File: src/rtl/pulse_stretch_pkg.sv
// Shared timing constants and state encoding for the pulse stretcher and other timed blocks.
package pulse_stretch_pkg;

  localparam int unsigned CONTA_1S    = 32'd50_000_000;
  localparam int unsigned CONTA_100MS = 32'd5_000_000;

  typedef enum logic [1:0] {
    ST_PS_IDLE  = 2'd0,
    ST_PS_ON    = 2'd1,
    ST_PS_GUARD = 2'd2
  } estado_ps_t;

  function automatic logic [7:0] wrap_inc8(input logic [7:0] value);
    return value + 8'd1;
  endfunction

endpackage

File: src/rtl/pulse_stretch_controler.sv
// State machine of the pulse stretcher: IDLE -> ON -> (GUARD) -> IDLE.
module pulse_stretch_controler
  import pulse_stretch_pkg::*;
#(
  parameter bit RETRIGGER = 1'b0,
  parameter bit GUARD_EN  = 1'b1
) (
  input  logic       clk_i,
  input  logic       rst_i,
  input  logic       edge_i,
  input  logic       end_on_i,
  input  logic       end_guard_i,
  output estado_ps_t state_o
);

  // State register; a retrigger edge takes priority over the ON terminal count.
  always_ff @(posedge clk_i) begin
    if (rst_i) begin
      state_o <= ST_PS_IDLE;
    end else begin
      case (state_o)
        ST_PS_IDLE: begin
          if (edge_i) state_o <= ST_PS_ON;
          else        state_o <= ST_PS_IDLE;
        end
        ST_PS_ON: begin
          if (RETRIGGER && edge_i) state_o <= ST_PS_ON;
          else if (end_on_i)       state_o <= GUARD_EN ? ST_PS_GUARD : ST_PS_IDLE;
          else                     state_o <= ST_PS_ON;
        end
        ST_PS_GUARD: begin
          if (end_guard_i) state_o <= ST_PS_IDLE;
          else             state_o <= ST_PS_GUARD;
        end
        default: state_o <= ST_PS_IDLE;
      endcase
    end
  end

endmodule

File: src/rtl/registrador.sv
// Generic enabled register with synchronous active-high clear.
module registrador #(
  parameter int DATA_WIDTH = 32
) (
  input  logic                  clk_i,
  input  logic                  rst_i,
  input  logic                  enable_i,
  input  logic [DATA_WIDTH-1:0] data_i,
  output logic [DATA_WIDTH-1:0] data_o
);

  // Storage element: cleared by reset, loads when enabled.
  always_ff @(posedge clk_i) begin
    if (rst_i) begin
      data_o <= {DATA_WIDTH{1'b0}};
    end else if (enable_i) begin
      data_o <= data_i;
    end else begin
      data_o <= data_o;
    end
  end

endmodule

File: src/rtl/pulse_stretch.sv
// Stretches a trigger rising edge into a TIME_ON-cycle pulse followed by a TIME_GUARD low gap.
module pulse_stretch
  import pulse_stretch_pkg::*;
#(
  parameter int unsigned TIME_ON    = CONTA_1S,
  parameter int unsigned TIME_GUARD = CONTA_100MS,
  parameter bit          RETRIGGER  = 1'b0,
  parameter int          CNT_WIDTH  = 32
) (
  input  logic       clk_i,
  input  logic       rst_i,
  input  logic       trigger_i,
  output logic       signal_o,
  output logic       busy_o,
  output logic       dropped_o,
  output logic [7:0] count_o
);

  localparam logic [CNT_WIDTH-1:0] ZERO       = {CNT_WIDTH{1'b0}};
  localparam logic [CNT_WIDTH-1:0] ONE        = {{(CNT_WIDTH-1){1'b0}}, 1'b1};
  localparam logic [CNT_WIDTH-1:0] ON_LAST    = CNT_WIDTH'(TIME_ON - 32'd1);
  localparam bit                   GUARD_EN   = (TIME_GUARD != 32'd0);
  localparam logic [CNT_WIDTH-1:0] GUARD_LAST = GUARD_EN ? CNT_WIDTH'(TIME_GUARD - 32'd1) : ZERO;

  logic                 trig_r;
  logic                 edge_s;
  logic                 end_on_s;
  logic                 end_guard_s;
  logic                 dropped_r;
  logic [7:0]           count_r;
  logic [CNT_WIDTH-1:0] timer_r;
  logic [CNT_WIDTH-1:0] timer_nxt_s;
  estado_ps_t           state_s;

  assign edge_s      = trigger_i & ~trig_r;
  assign end_on_s    = (state_s == ST_PS_ON) && (timer_r == ON_LAST);
  assign end_guard_s = (state_s == ST_PS_GUARD) && (timer_r == GUARD_LAST);

  pulse_stretch_controler #(
    .RETRIGGER (RETRIGGER),
    .GUARD_EN  (GUARD_EN)
  ) u_ctrl (
    .clk_i       (clk_i),
    .rst_i       (rst_i),
    .edge_i      (edge_s),
    .end_on_i    (end_on_s),
    .end_guard_i (end_guard_s),
    .state_o     (state_s)
  );

  // Timer next value: parked at zero in IDLE, cleared on every phase change or retrigger.
  always_comb begin
    timer_nxt_s = ZERO;
    case (state_s)
      ST_PS_IDLE: timer_nxt_s = ZERO;
      ST_PS_ON: begin
        if ((RETRIGGER && edge_s) || end_on_s) timer_nxt_s = ZERO;
        else                                   timer_nxt_s = timer_r + ONE;
      end
      ST_PS_GUARD: begin
        if (end_guard_s) timer_nxt_s = ZERO;
        else             timer_nxt_s = timer_r + ONE;
      end
      default: timer_nxt_s = ZERO;
    endcase
  end

  registrador #(
    .DATA_WIDTH (CNT_WIDTH)
  ) u_timer (
    .clk_i    (clk_i),
    .rst_i    (rst_i),
    .enable_i (1'b1),
    .data_i   (timer_nxt_s),
    .data_o   (timer_r)
  );

  // Edge history, drop strobe and pulse counter.
  always_ff @(posedge clk_i) begin
    if (rst_i) begin
      trig_r    <= 1'b0;
      dropped_r <= 1'b0;
      count_r   <= 8'd0;
    end else begin
      trig_r    <= trigger_i;
      dropped_r <= edge_s && (((state_s == ST_PS_ON) && !RETRIGGER) || (state_s == ST_PS_GUARD));
      if ((state_s == ST_PS_IDLE) && edge_s) count_r <= wrap_inc8(count_r);
      else                                   count_r <= count_r;
    end
  end

  assign signal_o  = (state_s == ST_PS_ON);
  assign busy_o    = (state_s != ST_PS_IDLE);
  assign dropped_o = dropped_r;
  assign count_o   = count_r;

endmodule

File: config.mk
export PLATFORM = sky130hd
export DESIGN_NAME = pulse_stretch
export DESIGN_NICKNAME = d
export VERILOG_FILES = /design/src/rtl/pulse_stretch_pkg.sv /design/src/rtl/pulse_stretch_controler.sv /design/src/rtl/registrador.sv /design/src/rtl/pulse_stretch.sv
export SDC_FILE = /design/constraint.sdc
export NUM_CORES = 1
export LEC_CHECK = 0
export BUFFER_PORTS_ARGS = -buffer_cell sky130_fd_sc_hd__buf_4
export CORE_MARGIN = 2
export CORE_UTILIZATION = 45
export CTS_BUF_LIST = sky130_fd_sc_hd__clkbuf_8 sky130_fd_sc_hd__clkbuf_16
export CTS_CLUSTER_DIAMETER = 150
export CTS_CLUSTER_SIZE = 30
export DETAILED_ROUTE_END_ITERATION = 10
export PLACE_DENSITY = 0.7
export SYNTH_ARGS = -nofsm -noshare
export SYNTH_HDL_FRONTEND = slang
export SYNTH_SLANG_ARGS = --single-unit
File: constraint.sdc
create_clock -name clk_i -period 4.8 [get_ports clk_i]
set_clock_uncertainty 0.1 [all_clocks]
set_input_delay 0.72 -clock clk_i [delete_from_list [all_inputs] [get_ports clk_i]]
set_output_delay 0.72 -clock clk_i [all_outputs]
set_load 0.02 [all_outputs]
======== Word-level counts from Yosys, hierarchy flattened ========
Cells that the tools add are included.
word-level totals
  bits in registers ....................... 44
  output and inout port bits .............. 11
cells by class
  muxes and demuxes ....................... 7
  eq/ne operators ......................... 4
  add/subtract/negate cells ............... 2
  reduce and logical (&&, ||, !) cells .... 7
  bitwise operators ....................... 2
operators by type and width
  operator               count
  $mux 32                2
  $pmux 32 s2            1
  $add 32x1->32 const B  1
  $eq 32x23->1 const B   1
  $eq 32x26->1 const B   1
  $add 8x1->8 const B    1
  $pmux 2 s3             1
  $logic_and 1x1->1      4
  $mux 2                 2
  $eq 2x1->1 const B     1
  $eq 2x2->1 const B     1
  $logic_not 2->1        1
  $reduce_bool 2->1      1
  $and 1x1->1            1
  $logic_or 1x1->1       1
  $mux 1                 1
  $not 1->1              1

======== Depth between registers and ports, before layout ========
  word-level depth ........................ 4
  mapped depth ............................ 7

======== Hierarchy ========
A second synthesis with hierarchy kept.
second synthesis, totals
  cell total of the unflattened synthesis .. 313
  area total of the unflattened synthesis .. 2776.4 um^2
by module, submodules not included
  module                   cells an instance  sequential area each (um^2)  times used  area an instance (um^2)
  pulse_stretch            202                200.2                        1           1531.5
  registrador              103                640.6                        1           1163.6
  pulse_stretch_controler  8                  40.0                         1           81.3

======== Least setup slack after synthesis ========
OpenSTA, ideal clock, no wires.
  path type ............................... input to register
  start ................................... in trigger_i
  end ..................................... reg count_r[7] (netlist: count_o[7])
  arrival time ............................ 1.777 ns
  path buffers ............................ 0
  stages on the path ...................... 4
  required time ........................... 4.629 ns
  slack ................................... 2.852 ns
  setup time .............................. 0.071 ns
  path through ............................ nor3b_2 nand4_1 or3_1 a21oi_1
between the ends
  cells in the longest elaborated chain, start to end .. 2
ends and longest elaborated chain
  element               line                 source
  from (decl)           pulse_stretch.sv:12  input logic trigger_i,
  $and 1x1->1           pulse_stretch.sv:35  assign edge_s = trigger_i & ~trig_r;
  $logic_and 1x1->1     pulse_stretch.sv:87  if ((state_s == ST_PS_IDLE) && edge_s) count_r <= wrap_inc8(count_r);
  to (signal assigned)  pulse_stretch.sv:87
  to (signal assigned)  pulse_stretch.sv:88  else count_r <= count_r;
  to (decl)             pulse_stretch.sv:30  logic [7:0] count_r;
Every way passes these cells.
A chain may end at the register's enable or synchronous reset.

======== Worst setup path after layout ========
  start ................................... reg u_timer.data_o[0]
  end ..................................... reg u_timer.data_o[9]
between the ends
  cells in the longest elaborated chain, start to end .. 4
  elaborated cells on any way between the ends .. 8
ends and longest elaborated chain
  element                                                                line                 source
  from (decl)                                                            registrador.sv:9     output logic [DATA_WIDTH-1:0] data_o
  from (signal assigned)                                                 registrador.sv:15    data_o <= {DATA_WIDTH{1'b0}};
  from (signal assigned)                                                 registrador.sv:17    data_o <= data_i;
  from (signal assigned)                                                 registrador.sv:19    data_o <= data_o;
  parallel branches: the longest is 3 deep, another holds $add 32x1->32  -
  $pmux 32 s2 (*)                                                        pulse_stretch.sv:54  case (state_s)
Every way passes the cells marked *.

==> impl_metrics.py <==
metrics = {
    "timing": {
        "worst_pin_slew_ps": 569.3,
        "drv_slew": 0,
        "fmax_mhz": 422.6,
        "hold_viol_final": 0,
        "relSlewSlack": 0.6205,
        "tns_ps": 0,
        "fin_crit_ps": 2367,
        "setup_violations": 0,
        "grt_setup_unrepaired": "no",
        "fin_crit_sh": 0.4930,
    },
    "layout": {
        "drive_above_1_share": 0.1172,
        "area_growth_pct": 9.818,
        "diodes": 0,
        "nets": 248,
        "finish.utilization": 0.5171,
    },
    "cts": {
        "ctsResizeCount": 0,
        "postCtsHoldBufs": 0,
        "htree_levels": 2,
        "cts_sinks": 44,
        "cts_root_buffer": "clkbuf_8",
        "cts_tree": "built",
        "clkTransAtPathRegs_ps": 70,
        "numCtsBuffers": 5,
        "cts_setup_buffers": 0,
        "clkLatencyLatePin_ps": 290,
        "clock_path_buffers": 2,
    },
    "synthesis": {
        "synth_edf_count": 0,
        "ys.flop_type": "dfxtp_1",
        "synth-warning-count": 0,
        "synth.distinct_cells": 36,
        "synth_area_leader_cell": "dfxtp_1",
        "async_flop_share": 0,
        "syn_area_um2": 2064,
        "synth.most_common_cell": "dfxtp_1",
        "ys_seq_area_frac": 0.4267,
        "synthDominantCellAreaShare": 0.4267,
        "synthCells": 228,
        "ys_seq_elements": 44,
        "synth_area_per_cell_um2": 9.055,
        "synth.area.top_cells": "dfxtp_1 (43%), xor2_1 (11%), nor2_1 (7.6%)",
        "synth_common_cells": "dfxtp_1 (44), nor2_1 (42), xor2_1 (27)",
        "syn-num-nets": 237,
    },
    "setup_path": {
        "cp.required_ps": 4860,
        "critPathMaxFanout": 32,
        "startpoint_type": "register",
        "critPathKind": "reg2reg",
        "arrival_ps": 2430,
        "worst_setup_path_end_kind": "register",
    },
    "drt": {
        "vias_per_cell": 5.354,
        "route.detailed.drc": 0,
        "ant_nets": 0,
        "wirelength_um": 3660,
        "drt-initial-drc-count": 79,
        "num_vias": 1558,
        "wl_per_cell_um": 12.58,
        "dr.pass1.iters": 6,
    },
    "pwr": {
        "leakage_nw": 0.8152,
        "peakVddDrop_mv": 0.1745,
        "power_uw": 639.1,
        "powerDensity_nw_per_um2": 281.9,
    },
    "placement": {
        "io_buffers": 13,
        "place.gp.congestion": 0.8021,
        "dp_hpwl_um": 2518,
    },
    "worst_hold_path": {
        "hp-class": "reg2reg",
    },
    "grt": {
        "grt_max_degree": 33,
        "antenna_found_initial": 0,
        "grt_use_total": 0.1563,
        "overflow": 0,
        "grt_pass1_wl_um": 6361,
        "first_global_vias": 1420,
    },
    "job": {
        "cap_violations": 0,
    },
    "die": {
        "die_x_um": 71.73,
        "rows": 24,
        "die_y_um": 71.73,
        "die_area_um2": 5145,
        "core_area_um2": 4384,
        "initial_utilization": 0.4709,
        "io_pins": 14,
    },
    "run_status": {
        "status": "finished clean",
    },
}
worst paths after layout:
kind,start,to,slack [ps],cells past startpoint
setup / recovery,u_timer.data_o[0],u_timer.data_o[9],2430,6
hold / removal,u_timer.data_o[0],u_timer.data_o[0],360,1
setup reg to reg,u_timer.data_o[0],u_timer.data_o[9],2430,6
hold reg to reg,u_timer.data_o[0],u_timer.data_o[0],360,1
logic make-up after synthesis:
kind of cell	after synthesis	share of synthesized area
buf+inv	15	0.04000
mux	1	0.004849
fa+ha+maj	6	0.03636
simple gates	120	0.3218
compound gates	7	0.02182
xor+xnor	35	0.1485
flops	44	0.4267
area by class of cell:
cell class                      count  area (µm²)
Timing Repair Buffer               14       105.1
Inverter                            5       18.77
Tap cell                           52       65.06
Fill cell                         427        2117
Multi-Input combinational cell    169        1101
Sequential cell                    44       880.8
Clock buffer                        7       96.34
metal layers:
layer  global-route usage  vias up  wire length, µm
li1                     -      800                -
met1               0.2019      731             1809
met2               0.2500       25             1683
met3              0.05204        2              148
met4              0.04403        0               19
met5                    0        -                0
per-stage QoR:
stage | hold slack [ps] | instance area, µm² | cells | setup slack [ps]
finish | 364.0 | 2267 | 291 | 2433
global route | 405.1 | 2267 | 291 | 2256
CTS | 369.7 | 2267 | 291 | 2422
detailed placement | 352.6 | 2171 | 284 | 2421
global placement | 345.1 | 2171 | 284 | 2510
floorplan | 329.6 | 2064 | 228 | 2852
cells in the final DEF (no fill, tap or decap), drive strengths merged:
| cell | count |
|---|---|
| ha | 6 |
| a211oi | 2 |
| xor2 | 27 |
| and3b | 1 |
| mux2i | 1 |
| nand2 | 12 |
| and3 | 9 |
| nand3 | 11 |
| inv | 5 |
| nand4b | 2 |
| nor4b | 1 |
| and4 | 3 |
| nand3b | 1 |
| nor2b | 2 |
| xnor2 | 8 |
| or3b | 1 |
| nand2b | 2 |
| dfxtp | 44 |
| nor4 | 6 |
| clkbuf | 7 |
| o22a | 1 |
| nor4bb | 1 |
| nor2 | 42 |
| buf | 14 |
| a21oi | 2 |
| nor3b | 1 |
| nand4 | 19 |
| o21ai | 2 |
| nor3 | 2 |
| or3 | 2 |
| and2 | 2 |
worst max-delay path, stage by stage (launching register included):
cell and delay [ps]:
dfxtp_1 380, ha_1 250, and4_1 260, nand4_1 170
nor4_2 380, o22a_2 570, nor2_1 110
state kept, by name, indices dropped and copies added, names as in the netlist:
| name | count |
|---|---|
| count_o | 8 |
| dropped_o | 1 |
| trig_r | 1 |
| u_ctrl.state_o | 2 |
| u_timer.data_o | 32 |
power breakdown:
part           switching, mW  internal [mW]  total (mW)
clock                  0.114          0.128       0.242
combinational         0.0151         0.0108      0.0259
sequential           0.00313          0.368       0.371
No activity file was read; power rests on OpenSTA's default activity.
